## src/rtl/pe_sched.sv

```systemverilog
// Round-robin scheduler that shares one processing element (ADD/SUB/MUL/MAC)
// among NUM_REQ requesters. One request is in flight at a time:
// grant -> issue a single-cycle pe_en pulse -> wait for done (or time out)
// -> hold the tagged response until the consumer takes it.
module pe_sched #(
    parameter int NUM_REQ = 4,
    parameter int IDW     = $clog2(NUM_REQ),
    parameter int TIMEOUT = 8
) (
    input  logic                 clk,
    input  logic                 rst_n,
    // requester side
    input  logic [NUM_REQ-1:0]   req_valid,
    output logic [NUM_REQ-1:0]   req_ready,
    input  logic [8*NUM_REQ-1:0] req_a,
    input  logic [8*NUM_REQ-1:0] req_b,
    input  logic [8*NUM_REQ-1:0] req_c,
    input  logic [2*NUM_REQ-1:0] req_op,
    // processing element side
    output logic [7:0]           pe_a,
    output logic [7:0]           pe_b,
    output logic [7:0]           pe_c,
    output logic [1:0]           pe_op,
    output logic                 pe_en,
    input  logic [15:0]          pe_result,
    input  logic                 pe_done,
    // response side
    output logic                 rsp_valid,
    input  logic                 rsp_ready,
    output logic [IDW-1:0]       rsp_id,
    output logic [15:0]          rsp_result,
    output logic                 rsp_err
);

    localparam int CW = $clog2(TIMEOUT + 1);

    typedef enum logic [1:0] {
        S_IDLE,
        S_ISSUE,
        S_WAIT,
        S_RESP
    } state_t;

    state_t         state;
    state_t         state_nx;
    logic [IDW-1:0] last;       // requester served most recently
    logic [CW-1:0]  cnt;        // WAIT cycles elapsed
    logic           grant_vld;
    logic [IDW-1:0] grant_idx;
    logic           timeout_hit;

    // (base + k) mod NUM_REQ; one extra bit holds the sum before wrapping
    function automatic logic [IDW-1:0] rr_index(input logic [IDW-1:0] base, input int k);
        logic [IDW:0] sum;
        sum = {1'b0, base} + (IDW+1)'(k);
        if (sum >= (IDW+1)'(NUM_REQ)) begin
            sum = sum - (IDW+1)'(NUM_REQ);
        end
        return sum[IDW-1:0];
    endfunction

    // Round-robin search: first valid requester after the last one served
    always_comb begin
        // NOTE: every combinational output gets a default first so no path leaves it unassigned (no latch).
        grant_vld = 1'b0;
        grant_idx = '0;
        for (int k = 1; k <= NUM_REQ; k++) begin
            if (!grant_vld && req_valid[rr_index(last, k)]) begin
                grant_vld = 1'b1;
                grant_idx = rr_index(last, k);
            end
        end
    end

    // Next-state decode plus the combinational one-hot accept
    always_comb begin
        state_nx    = state;
        timeout_hit = 1'b0;
        req_ready   = '0;
        case (state)
            S_IDLE: begin
                if (grant_vld) begin
                    req_ready[grant_idx] = 1'b1;
                    state_nx             = S_ISSUE;
                end
            end
            S_ISSUE: state_nx = S_WAIT;
            S_WAIT: begin
                // done wins over a timeout landing on the same cycle;
                // cnt == TIMEOUT-1 means this is the TIMEOUT-th WAIT cycle
                if (pe_done) begin
                    state_nx = S_RESP;
                end else if (cnt == CW'(TIMEOUT - 1)) begin
                    timeout_hit = 1'b1;
                    state_nx    = S_RESP;
                end
            end
            S_RESP: begin
                if (rsp_ready) begin
                    state_nx = S_IDLE;
                end
            end
            default: state_nx = S_IDLE;
        endcase
    end

    // State register, pe operand/enable registers and response registers
    always_ff @(posedge clk) begin
        // NOTE: sequential state uses non-blocking assignments so every register samples pre-edge values.
        if (!rst_n) begin
            state      <= S_IDLE;
            pe_a       <= '0;
            pe_b       <= '0;
            pe_c       <= '0;
            pe_op      <= '0;
            pe_en      <= 1'b0;
            rsp_valid  <= 1'b0;
            rsp_id     <= '0;
            rsp_result <= '0;
            rsp_err    <= 1'b0;
            last       <= IDW'(NUM_REQ - 1);
            cnt        <= '0;
        end else begin
            state <= state_nx;
            pe_en <= 1'b0;
            case (state)
                S_IDLE: begin
                    if (grant_vld) begin
                        // operands are sampled only on the grant cycle
                        pe_a   <= req_a[8*grant_idx +: 8];
                        pe_b   <= req_b[8*grant_idx +: 8];
                        pe_c   <= req_c[8*grant_idx +: 8];
                        pe_op  <= req_op[2*grant_idx +: 2];
                        rsp_id <= grant_idx;
                        pe_en  <= 1'b1;
                    end
                end
                S_ISSUE: cnt <= '0;
                S_WAIT: begin
                    cnt <= cnt + 1'b1;
                    if (pe_done) begin
                        rsp_result <= pe_result;
                        rsp_err    <= 1'b0;
                        rsp_valid  <= 1'b1;
                    end else if (timeout_hit) begin
                        rsp_result <= '0;
                        rsp_err    <= 1'b1;
                        rsp_valid  <= 1'b1;
                    end
                end
                S_RESP: begin
                    if (rsp_ready) begin
                        rsp_valid <= 1'b0;
                        last      <= rsp_id;
                    end
                end
                default: ;
            endcase
        end
    end

endmodule
```

## config.mk

```make
export PLATFORM = sky130hd
export DESIGN_NAME = pe_sched
export DESIGN_NICKNAME = d
export VERILOG_FILES = /design/src/rtl/pe_sched.sv
export SDC_FILE = /design/constraint.sdc
export NUM_CORES = 1
export LEC_CHECK = 0
export ABC_AREA = 1
export BUFFER_PORTS_ARGS = -buffer_cell sky130_fd_sc_hd__buf_4
export CAP_MARGIN = 30
export CORE_MARGIN = 4
export CORE_UTILIZATION = 35
export DETAILED_ROUTE_END_ITERATION = 16
export PLACE_DENSITY = 0.75
export SLEW_MARGIN = 15
export SYNTH_ARGS = -nofsm -noshare
export SYNTH_HDL_FRONTEND = slang
export SYNTH_SLANG_ARGS = --single-unit
```

## constraint.sdc

```tcl
create_clock -name clk -period 3 [get_ports clk]
set_input_delay 0.9 -clock clk [delete_from_list [all_inputs] [get_ports clk]]
set_output_delay 0.9 -clock clk [all_outputs]
set_load 0.03 [all_outputs]
```

**After elaboration in Yosys (flattened, before gate mapping)**

Index checks and enable logic that the tools add are counted.

- Register bits: 55
- Input bits: 128

- Add/sub/neg operators: 9
- Magnitude comparators: 10
- Equal/unequal tests: 8
- Shift operators: 4
- Muxes and demuxes: 41
- Reductions and logical operators: 17

Operators with widths:

| operator | number |
|---|---|
| indexed part select 32 x 6 -> 8 bit | 3 |
| two-way mux 16 bit | 2 |
| two-way mux 2 bit | 12 |
| two-way mux 1 bit | 17 |
| < comparator 2 x 3 -> 1 bit, second input constant | 5 |
| >= comparator 3 bit, second input constant | 4 |
| binary-select mux 1 bit (select 2 bit) | 4 |
| two-way mux 4 bit | 2 |
| one-hot mux 2 bit (4 select lines) | 1 |
| one-hot mux 4 bit (2 select lines) | 1 |
| AND reduction 2 bit | 4 |
| indexed part select 8 x 4 -> 2 bit | 1 |
| subtractor 2 x 1 -> 2 bit, second input constant | 4 |
| adder 2 x 2 -> 3 bit, second input constant | 2 |
| inequality test 3 bit, second input constant | 2 |
| AND reduction 3 bit | 2 |
| nonzero test 2 bit | 3 |
| adder 4 x 1 -> 4 bit, second input constant | 1 |
| equality test 2 bit, second input constant | 2 |
| equality test 4 x 3 -> 1 bit, second input constant | 1 |
| logical AND 1 bit | 4 |
| inequality test 2 bit, second input constant | 2 |
| adder 2 x 1 -> 3 bit, second input constant | 1 |
| adder 2 x 3 -> 3 bit, second input constant | 1 |
| other kinds (6) | 8 |

**Longest topological paths before layout**

Gate-level depths: netlist of the first run.

- Depth after elaboration: 21
- Mapped depth: 16
- Depth with buffers taken out: 14

**Worst setup path before layout of the first run**

Ideal clock, no wire load.

- Path type: in2out
- Start point: input port req_valid[2]
- End point: output port req_ready[1]
- Arrival time: 2,230 ps
- Data required time: 2,100 ps
- Path slack: -130 ps
- Cell stages on the path: 9
- Path buffers: 1
- Cell sequence: nand2_1 nand2_2 nand2_1 a21boi_1 nand3_2 nor2_1 inv_1 buf_4 nor2_1

- Cells in the longest elaborated chain, start to end: 18

RTL lines:

| what | line | RTL |
|---|---|---|
| start: declaration | 13 | `input logic [NUM_REQ-1:0] req_valid,` |
| binary-select mux 1 bit (select 2 bit) | 68 | `if (!grant_vld && req_valid[rr_index(last, k)]) begin` |
| two-way mux 1 bit (not written as such) | 68 |  |
| two-way mux 1 bit | 68 |  |
| zero test 1 bit | 68 |  |
| logical AND 1 bit | 68 |  |
| two-way mux 1 bit | 68 |  |
| zero test 1 bit | 68 |  |
| logical AND 1 bit | 68 |  |
| [2 not listed] | n/a |  |
| logical AND 1 bit | 68 |  |
| two-way mux 2 bit | 68 |  |
| < comparator 2 x 3 -> 1 bit (not written as such) or >= comparator 2 x 1 -> 1 bit (tied branches) | 83 | `req_ready[grant_idx] = 1'b1;` |
| logical AND 1 bit (not written as such) | 83 |  |
| two-way mux 1 bit (not written as such) | 83 |  |
| demux 1 bit (select 2 bit) | 83 |  |
| two-way mux 4 bit (*) | 82 | `if (grant_vld) begin` |
| two-way mux 4 bit (*) | 80 | `case (state)` |
| end: declaration | 14 | `output logic [NUM_REQ-1:0] req_ready,` |

Mark *: on every way between the ends. The rest lies on a longest branch, timed or not. The select of a mux whose other input is x is not followed.

**Final worst setup path of the first run**

- Start point: input port req_valid[1]
- End point: output port req_ready[1]

The elaborated chain is that of the path after synthesis.

==> flow_metrics.py, run 1 <==
metrics = {
    "placement": {
        "dp_hpwl_mm": 8.53,
        "numPortBuffers": 178,
        "gp_congestion": 0.853,
        "pre_cts_ws_ns": -0.136,
        "placedCellCount": 787,
        "placed_area_mm2": 0.00464,
    },
    "synthesis": {
        "ys_ff_latch": 55,
        "synth_top_area_share_pct": 34.3,
        "seq_area_frac_synth_pct": 34.3,
        "ys.flop_type": "dfxtp_1",
        "yosysMostFrequentCell": "nand2_1",
        "synthArstFlopShare_pct": 0,
        "syn_avg_cell_area_um2": 6.23,
        "synth.distinct_cells": 31,
        "muxShareOfSynthArea_pct": 0,
        "synthCells": 515,
        "synth_nets": 648,
        "synth_area_mm2": 0.00321,
        "netlist_top_cells_count": "nand2_1 (218), nand3_1 (67), dfxtp_1 (55)",
        "synth_top_family_by_area": "simple AND/OR/NAND/NOR gates",
        "synth-xor-area-share_pct": 0,
        "synth-simple-area-share_pct": 46.3,
        "synth_compound_area_share_pct": 9.51,
        "synth-edff-count": 0,
        "synth_top_area_cell": "dfxtp_1",
        "synth_fa_ha_area_share_pct": 1.95,
        "synthesis.yosys.warnings": 0,
        "synth.area.top_cells": "dfxtp_1 (34%), nand2_1 (25%), nand3_1 (10%)",
    },
    "pwr": {
        "combinationalPowerShare_pct": 61.9,
        "leakage_nw": 2.55,
        "irDropWorstVdd_mv": 0.429,
        "power_switching_mw": 1.99,
        "switching_share_pct": 49.0,
        "power_mw": 4.05,
        "power.density_mw_per_mm2": 816,
        "p_clk_share_pct": 11.0,
        "intPower_mw": 2.07,
        "p_seq_share_pct": 27.2,
    },
    "clock_network": {
        "clk_latency_ns": 0.33,
        "cts_root_buffer": "clkbuf_8",
        "cts_made_buffers": 5,
        "clock_path_buffers": 2,
        "cts_max_level": 2,
        "cts_tree": "done",
        "hold_buffers": 0,
        "clock-sinks": 55,
        "path_clk_slew_ns": 0.11,
    },
    "detailed_routing": {
        "vias": 3975,
        "wl_mm": 11.3,
        "wire_per_inst_um": 14.2,
        "ant_nets": 0,
        "drc_errors": 0,
        "first_pass_iters": 4,
        "drt_iter0_drc": 279,
        "via_per_inst": 4.98,
    },
    "timing": {
        "maxSlewViolCount": 0,
        "fmax_ghz": 0.337,
        "hold_viol": 0,
        "period_minus_slack_ns": 2.97,
        "skew_ns": 0.00985,
        "post-route-period-util_pct": 99.0,
        "relSlewSlack_pct": 57.1,
        "setup_violations": 0,
        "fin_tns_setup_ns": 0,
        "setup_slack_ns": 0.0305,
        "worst_pin_slew_ns": 0.643,
    },
    "grt": {
        "overflow": 0,
        "grt_pass1_vias": 3787,
        "antenna_found_initial": 0,
        "grt_pass1_wl_mm": 18.1,
        "grt_max_degree": 53,
        "grt_usage_pct": 20.0,
    },
    "critical_path": {
        "arrival_ns": 2.07,
        "worstSetupStartpointType": "input port",
        "cpPeakStageDelay_ns": 0.14,
        "endpoint_kind": "primary output",
        "cp_cell_sequence": "buf_4, nand2_2, nand3_4, nand2_8, nand2_4, nand2_2, nand2_4, nand2_8, inv_8, buf_12, nor2_4, buf_6",
        "crit_fanout": 5,
        "path_class": "input port to primary output",
        "crit_required_ns": 2.10,
        "cp_slowest_cell": "buf_6",
    },
    "job": {
        "drv_cap": 0,
    },
    "die": {
        "design.portCount": 179,
        "fp.dieArea_mm2": 0.0108,
        "die_h_um": 104,
        "die_x_um": 104,
        "core-area_mm2": 0.00881,
        "initial_core_util_pct": 36.5,
        "fp-row-count": 34,
    },
    "finish": {
        "antenna_cells": 0,
        "nFillCells": 817,
        "stdcell_area_mm2": 0.00497,
        "areaGrowthSynthToFinish_pct": 54.8,
        "finalNetCount": 822,
        "final_cells": 798,
        "layout-drive-gt1-share_pct": 35.8,
    },
    "min_path": {
        "hp-class": "register to register",
    },
    "outcome": {
        "status": "finished clean",
    },
}
==> cell type report <==
type | count | area (um2) | share of cell area (%)
flip-flops and latches | 55 | 1110 | 22.3
repair buffers | 195 | 1500 | 30.2
clock buffers | 5 | 68.8 | 1.38
well taps | 108 | 135 | 2.72
multi-input cells | 409 | 2030 | 40.9
clock inverters | 3 | 27.5 | 0.554
inverters | 23 | 98.8 | 1.99
==> metal layers <==
| metal | share of wire, % | GRT usage, % | vias up |
|---|---|---|---|
| met2 | 51 | 36.2 | 147 |
| met4 | 1.3 | 4.18 | 0 |
| met1 | 41 | 23.6 | 1824 |
| li1 | - | - | 1993 |
| met3 | 6.3 | 5.29 | 11 |
| met5 | 0 | 0 | - |
==> worst max-delay path: cells and delay by family <==
family	cells	cell delay, ns
buffers and inverters	4	0.42
AND/OR/NAND/NOR	8	0.74
==> cell usage in the layout, fill, tap and decap left out <==
cell,Yosys,final
a31oi_1,1,1
nand4_1,2,2
clkinv_4,0,1
dfxtp_2,0,1
inv_2,3,3
buf_6,3,3
and3_1,1,1
nand2_4,2,16
clkinvlp_4,0,1
dfxtp_4,0,1
o21ai_0,16,16
clkinv_1,1,1
o211ai_1,3,3
o21bai_4,0,1
nand3_2,1,1
clkbuf_8,0,5
dfxtp_1,55,53
ha_1,5,5
nor3_1,7,7
nand4_4,1,1
inv_8,0,2
nand3_4,0,2
nor2_2,2,2
a21boi_2,0,1
nand2_8,1,2
nand2_2,7,6
nor2_4,1,4
inv_4,3,2
nand3_1,67,65
a211oi_1,1,1
inv_1,16,16
nor2_1,37,34
buf_12,0,2
nand2_1,218,204
buf_4,7,190
a21oi_1,34,34
==> power by group through the flow <==
stage	clock network (mW)	registers [mW]	logic, mW
3_5_place_dp	0	1.11	2.39
2_1_floorplan	0	1.47	1.22
4_1_cts	0.455	1.10	2.42
5_1_grt	0.486	1.13	2.75
3_3_place_gp	0	1.10	2.34
6_report	0.445	1.10	2.51
==> logic make-up after synthesis <==
kind of cell / Yosys count
adders and majority gates: 5
AOI/OAI and AO/OA: 57
buffers and inverters: 51
DFF: 55
and+or+nand+nor: 347
==> through the flow <==
step                      hold slack, ns  utilization [%]
after CTS                          0.472             54.2
after floorplan                    0.476                -
final                              0.471             56.4
after global placement             0.450             52.7
after global routing               0.495             56.4
after detailed placement           0.454             52.7
==> final timing paths <==
| path | from | to | slack, ns | cells past startpoint |
|---|---|---|---|---|
| max reg2reg | last[0] | pe_a[0] | 0.82 | 13 |
| min | rsp_result[2] | rsp_result[2] | 0.47 | 2 |
| min reg2reg | rsp_result[2] | rsp_result[2] | 0.47 | 2 |
| max | req_valid[1] | req_ready[1] | 0.03 | 12 |
==> repair_timing <==
action | CTS | global route
setup endpoints to repair | 4 | 4
pin swaps | 3 | 19
buffers inserted | 0 | 3
gates resized for setup | 12 | 37
cloned | 0 | 0
==> state kept, by name, summed over array words and instances, names as in the netlist, 2 cells and up <==
| signal | flops |
|---|---|
| cnt | 4 |
| last | 2 |
| pe_a | 8 |
| pe_b | 8 |
| pe_c | 8 |
| pe_op | 2 |
| rsp_id | 2 |
| rsp_result | 16 |
| state | 2 |
Power figures use the tool's default switching activity.
==> inputs of run 2 (changes only) <==
--- a/config.mk
+++ b/config.mk
@@ -5,13 +5,14 @@
 export SDC_FILE = /design/constraint.sdc
 export NUM_CORES = 1
 export LEC_CHECK = 0
-export ABC_AREA = 1
 export BUFFER_PORTS_ARGS = -buffer_cell sky130_fd_sc_hd__buf_4
 export CAP_MARGIN = 30
+export CELL_PAD_IN_SITES_DETAIL_PLACEMENT = 0
+export CELL_PAD_IN_SITES_GLOBAL_PLACEMENT = 1
 export CORE_MARGIN = 4
-export CORE_UTILIZATION = 35
+export CORE_UTILIZATION = 33
 export DETAILED_ROUTE_END_ITERATION = 16
-export PLACE_DENSITY = 0.75
+export PLACE_DENSITY = 0.95
 export SLEW_MARGIN = 15
 export SYNTH_ARGS = -nofsm -noshare
 export SYNTH_HDL_FRONTEND = slang
==> constraint.sdc (replaced) <==
create_clock -name clk -period 3.65 [get_ports clk]
set_input_delay 1.095 -clock clk [delete_from_list [all_inputs] [get_ports clk]]
set_output_delay 1.095 -clock clk [all_outputs]
set_load 0.03 [all_outputs]
==> run 2 against run 1 <==
Flip-flop and latch count is the same; clock skew shrank 0.0028 ns; global-route usage shrank 3.3 points; combinational power shrank 46%; first-iteration DRC count shrank 67%; die area shrank 1.5%; sequential share of layout area grew 2.6 points; routed wire length shrank 18%; cell area shrank 11%; critical path type unchanged.
==> flow_metrics.py, run 2 <==
metrics = {
    "timing": {
        "worst_pin_slew_ns": 0.658,
        "rsz0062_at_grt": "false",
        "relSlewSlack_pct": 56.1,
        "maxSlewViolCount": 0,
        "post-route-period-util_pct": 93.2,
        "fmax_ghz": 0.294,
        "period_minus_slack_ns": 3.40,
        "setup_violations": 0,
        "fin_tns_setup_ns": 0,
        "hold_viol": 0,
        "skew_ns": 0.00702,
        "setup_slack_ns": 0.247,
    },
    "grt": {
        "grt_max_degree": 56,
        "overflow": 0,
        "grt_pass1_wl_mm": 14.1,
        "grt_pass1_vias": 3026,
        "grt_usage_pct": 16.6,
        "antenna_found_initial": 0,
    },
    "pwr": {
        "power_mw": 2.59,
        "switching_share_pct": 44.0,
        "power.density_mw_per_mm2": 585,
        "leakage_nw": 2.01,
        "intPower_mw": 1.45,
        "combinationalPowerShare_pct": 52.6,
        "p_clk_share_pct": 13.6,
        "p_seq_share_pct": 33.9,
        "power_switching_mw": 1.14,
        "irDropWorstVdd_mv": 0.295,
    },
    "critical_path": {
        "worstSetupStartpointType": "input port",
        "path_class": "input port to primary output",
        "endpoint_kind": "primary output",
        "arrival_ns": 2.31,
        "worst-path-buf-inv": 2,
        "ff2ff_path_depth": 7,
        "crit_top_cell": "buf_4",
        "crit_fanout": 5,
        "cp_cell_sequence": "buf_4, mux2_4, a21oi_4, a21boi_2, nand2_1, nor2_1, buf_4",
        "crit_required_ns": 2.55,
        "cp_slowest_cell": "mux2_4",
        "r2r-end": "pe_c[4]",
        "cp_top_family": "compound AO/OA/AOI/OAI gates",
        "r2r_setup_slack_ns": 1.35,
        "cpPeakStageDelay_ns": 0.28,
        "timing.rr.start": "state[0]",
    },
    "detailed_routing": {
        "drc_errors": 0,
        "drt_iter0_drc": 91,
        "wl_mm": 9.30,
        "via_per_inst": 5.21,
        "wire_per_inst_um": 15.4,
        "ant_nets": 0,
        "first_pass_iters": 4,
        "vias": 3144,
    },
    "synthesis": {
        "ys.flop_type": "dfxtp_1",
        "synth_area_mm2": 0.00298,
        "ys_ff_latch": 55,
        "netlist_top_cells_count": "dfxtp_1 (55), and3_1 (31), a211oi_1 (30)",
        "synthesis.yosys.warnings": 0,
        "yosysMostFrequentCell": "dfxtp_1",
        "syn_avg_cell_area_um2": 8.92,
        "synth_nets": 467,
        "synth.area.top_cells": "dfxtp_1 (37%), mux2i_1 (7.7%), a211oi_1 (7.6%)",
        "synth-edff-count": 0,
        "synth.distinct_cells": 40,
        "seq_area_frac_synth_pct": 37.0,
        "synth_top_area_share_pct": 37.0,
        "synthArstFlopShare_pct": 0,
        "synth_top_area_cell": "dfxtp_1",
        "synthCells": 334,
    },
    "finish": {
        "largest_register_ffs": 16,
        "layout_commonest_cell": "buf_4",
        "final_cell_mix": "buf_4 (183), dfxtp_1 (55), and3_1 (31)",
        "stdcell_area_mm2": 0.00443,
        "antenna_cells": 0,
        "top_register": "rsp_result",
        "layout-drive-gt1-share_pct": 40.5,
        "multi_input_area_mm2": 0.00170,
        "finalNetCount": 628,
        "nFillCells": 793,
        "areaGrowthSynthToFinish_pct": 48.7,
        "regArea_mm2": 0.00110,
    },
    "placement": {
        "placed_area_mm2": 0.00433,
        "gp_congestion": 0.763,
        "numPortBuffers": 178,
        "pre_cts_ws_ns": 0.252,
        "dp_hpwl_mm": 6.98,
    },
    "job": {
        "drv_cap": 0,
    },
    "clock_network": {
        "cts_max_level": 2,
        "cts_made_buffers": 5,
        "post_cts_resized": 0,
        "clock-sinks": 55,
        "path_clk_slew_ns": 0.10,
        "clock_path_buffers": 2,
        "cts_root_buffer": "clkbuf_8",
        "cts_setup_buffers": 0,
        "clk_latency_ns": 0.31,
        "hold_buffers": 0,
        "cts_tree": "done",
    },
    "die": {
        "core-area_mm2": 0.00876,
        "die_x_um": 103,
        "fp-row-count": 34,
        "die_h_um": 103,
        "fp.dieArea_mm2": 0.0106,
        "design.portCount": 179,
        "initial_core_util_pct": 34.0,
    },
    "min_path": {
        "min_from": "pe_c[4]",
        "min_to": "pe_c[4]",
        "holdPathStages": 2,
        "hp-class": "register to register",
    },
    "outcome": {
        "status": "finished clean",
    },
}
==> run 2: cells by family after synthesis <==
kind of cell             synth area share [%]
buffers and inverters                    6.05
AND/OR/NAND/NOR                          23.5
adder cells (fa/ha/maj)                  2.10
AO/OA/AOI/OAI                            23.1
multiplexers                             8.24
flip-flops                               37.0
==> run 2: through the flow <==
stage | instances | hold slack [ns] | utilization, %
after floorplan | 334 | 0.465 | -
after global placement | 596 | 0.469 | 49.4
after detailed placement | 596 | 0.475 | 49.4
after CTS | 604 | 0.508 | 50.5
after global routing | 604 | 0.532 | 50.5
final | 604 | 0.502 | 50.5
==> run 2: power groups by stage <==
stage / registers [mW] / logic [mW] / clock network [mW]
after global routing: 0.902 / 1.46 / 0.386
final: 0.876 / 1.36 / 0.351
after floorplan: 1.20 / 0.546 / 0
after global placement: 0.881 / 1.35 / 0
after detailed placement: 0.885 / 1.37 / 0
after CTS: 0.877 / 1.37 / 0.366
==> run 2: metal layers <==
layer | GRT usage [%] | up-vias | routed length [um]
li1 | - | 1561 | -
met1 | 20.7 | 1456 | 3960
met2 | 28.9 | 115 | 4610
met3 | 3.11 | 12 | 582
met5 | 0 | - | 0
met4 | 5.08 | 0 | 154
==> run 2: how the worst max path moves through the flow <==
stage / from / end / depth (start not counted)
final: req_valid[1] / req_ready[0] / 7
after global routing: req_valid[1] / req_ready[2] / 7
after CTS: req_valid[1] / req_ready[0] / 7
after detailed placement: req_valid[1] / req_ready[0] / 7
after global placement: req_valid[1] / req_ready[0] / 7
after floorplan: req_valid[1] / req_ready[0] / 6
==> run 2: layout make-up <==
cell class	instances	area share, %
Multi-Input combinational cell	243	38.3
Timing Repair Buffer	183	31.0
Sequential cell	55	24.9
Tap cell	108	3.05
Clock buffer	5	1.55
Inverter	7	0.594
Clock inverter	3	0.565
==> run 2: tightest hold or removal path, delay by kind of cell, from the launching register on <==
kind,cells,cell delay [ns]
and+or+nand+nor,1,0.06
DFF,1,0.34
AOI/OAI and AO/OA,1,0.07
==> inputs of run 3 (changes only) <==
--- a/config.mk
+++ b/config.mk
@@ -10,9 +10,11 @@
 export CELL_PAD_IN_SITES_DETAIL_PLACEMENT = 0
 export CELL_PAD_IN_SITES_GLOBAL_PLACEMENT = 1
 export CORE_MARGIN = 4
-export CORE_UTILIZATION = 33
+export CORE_UTILIZATION = 34
+export CTS_BUF_LIST = sky130_fd_sc_hd__clkbuf_4 sky130_fd_sc_hd__clkbuf_8
+export CTS_CLUSTER_DIAMETER = 200
 export DETAILED_ROUTE_END_ITERATION = 16
-export PLACE_DENSITY = 0.95
+export PLACE_DENSITY = 0.92
 export SLEW_MARGIN = 15
 export SYNTH_ARGS = -nofsm -noshare
 export SYNTH_HDL_FRONTEND = slang
==> run 3 against run 2 <==
Count of clock-buffer cells in the layout is the same; cell area grew 0.42%; register-to-register slack gained 0.15 ns; critical path depth is the same; via count grew 0.16%; sequential power is essentially flat; first-iteration DRC count shrank 9.9%; total power grew 2.8%; die area shrank 2.7%; sequential share of layout area shrank 0.10 points; routed wire length grew 1.1%; utilization grew 2.5 points; critical endpoint unchanged; highest routed layer unchanged.
==> flow_metrics.py, run 3 (synthesized netlist as in run 2, its figures left out) <==
metrics = {
    "timing": {
        "post-route-period-util_pct": 93.5,
        "setup_violations": 0,
        "worst_pin_slew_ns": 0.652,
        "hold_viol": 0,
        "whs_ns": 0.495,
        "maxSlewViolCount": 0,
        "fmax_ghz": 0.293,
        "rsz0062_at_grt": "false",
        "relSlewSlack_pct": 56.5,
        "setup_slack_ns": 0.235,
        "period_minus_slack_ns": 3.41,
        "fin_tns_setup_ns": 0,
        "skew_ns": 0.00535,
    },
    "finish": {
        "layout-drive-gt1-share_pct": 40.5,
        "final_cell_mix": "buf_4 (183), dfxtp_1 (55), and3_1 (31)",
        "stdcell_area_mm2": 0.00445,
        "final_cells": 601,
        "nFillCells": 806,
        "finalNetCount": 628,
        "layout_commonest_cell": "buf_4",
        "areaGrowthSynthToFinish_pct": 49.3,
        "top_register": "rsp_result",
        "antenna_cells": 0,
        "multi_input_area_mm2": 0.00170,
        "post-route-util_pct": 53.0,
        "largest_register_ffs": 16,
        "regArea_mm2": 0.00110,
    },
    "detailed_routing": {
        "drt_iter0_drc": 82,
        "via_per_inst": 5.24,
        "first_pass_iters": 4,
        "wl_mm": 9.40,
        "vias": 3149,
        "ant_nets": 0,
        "wire_per_inst_um": 15.6,
        "drc_errors": 0,
    },
    "critical_path": {
        "cp_slowest_cell": "mux2_4",
        "endpoint_kind": "primary output",
        "arrival_ns": 2.32,
        "cp-startpoint": "req_valid[1]",
        "r2r_setup_slack_ns": 1.50,
        "cpPeakStageDelay_ns": 0.28,
        "worstSetupStartpointType": "input port",
        "endpoint": "req_ready[0]",
        "timing.rr.start": "state[0]",
        "ff2ff_path_depth": 7,
        "crit_top_cell": "buf_4",
        "r2r-end": "pe_c[3]",
        "crit_required_ns": 2.55,
        "cp_cell_sequence": "buf_4, mux2_4, a21oi_4, a21boi_2, nand2_1, nor2_1, buf_4",
        "crit_fanout": 5,
        "path_class": "input port to primary output",
    },
    "die": {
        "design.portCount": 179,
        "initial_core_util_pct": 35.5,
        "die_x_um": 102,
        "die_h_um": 102,
        "fp-row-count": 33,
        "core-area_mm2": 0.00838,
        "fp.dieArea_mm2": 0.0103,
    },
    "placement": {
        "numPortBuffers": 178,
        "placed_area_mm2": 0.00433,
        "gp_congestion": 0.824,
        "dp_hpwl_mm": 7.09,
        "pre_cts_ws_ns": 0.237,
        "placedCellCount": 593,
    },
    "grt": {
        "grt_pass1_vias": 3075,
        "overflow": 0,
        "grt_max_degree": 56,
        "antenna_found_initial": 0,
        "grt_pass1_wl_mm": 14.6,
        "grt_usage_pct": 17.4,
    },
    "job": {
        "drv_cap": 0,
    },
    "clock_network": {
        "cts_tree": "done",
        "clk_latency_ns": 0.31,
        "clock-sinks": 55,
        "post_cts_resized": 0,
        "cts_max_level": 2,
        "cts_root_buffer": "clkbuf_8",
        "hold_buffers": 0,
        "path_clk_slew_ns": 0.10,
        "clock_path_buffers": 2,
        "cts_made_buffers": 5,
        "cts_setup_buffers": 0,
    },
    "pwr": {
        "irDropWorstVdd_mv": 0.237,
        "leakage_nw": 2.02,
        "power.density_mw_per_mm2": 599,
        "power_mw": 2.66,
    },
    "min_path": {
        "hp-class": "register to register",
    },
    "outcome": {
        "status": "finished clean",
    },
}
## run 3: cell type report
class	count	share of cell area, %
clock buffers	5	1.55
well taps	105	2.96
multi-input cells	243	38.2
inverters	7	0.591
flip-flops and latches	55	24.8
clock inverters	3	1.07
repair buffers	183	30.9
## run 3: critical path: cells and delay by family
kind            cells  cell delay (ns)
mux                 1             0.28
buf+inv             2             0.30
simple gates        2             0.22
compound gates      2             0.42
## run 3: worst min-delay path by stage
stage	start	endpoint	slack (ns)	depth (start not counted)
floorplan	last[0]	last[0]	0.46	2
global placement	pe_c[3]	pe_c[3]	0.47	2
detailed placement	pe_c[1]	pe_c[1]	0.47	2
CTS	pe_c[1]	pe_c[1]	0.50	2
global route	last[0]	last[0]	0.52	2
finish	pe_c[1]	pe_c[1]	0.50	2
## run 3: layer usage
| layer | wire (um) | share of wire [%] | global-route usage (%) | up-vias |
|---|---|---|---|---|
| met2 | 4690 | 50 | 30.7 | 128 |
| met3 | 662 | 7.0 | 3.51 | 12 |
| met1 | 3900 | 41 | 21.3 | 1445 |
| met5 | 0 | 0 | 0 | - |
| met4 | 157 | 1.7 | 5.11 | 0 |
| li1 | - | - | - | 1564 |
## run 3: where the power goes
part	internal (mW)	leakage, nW	switching (mW)
Clock	0.208	0.0587	0.215
Combinational	0.535	1.51	0.830
Sequential	0.777	0.451	0.0964
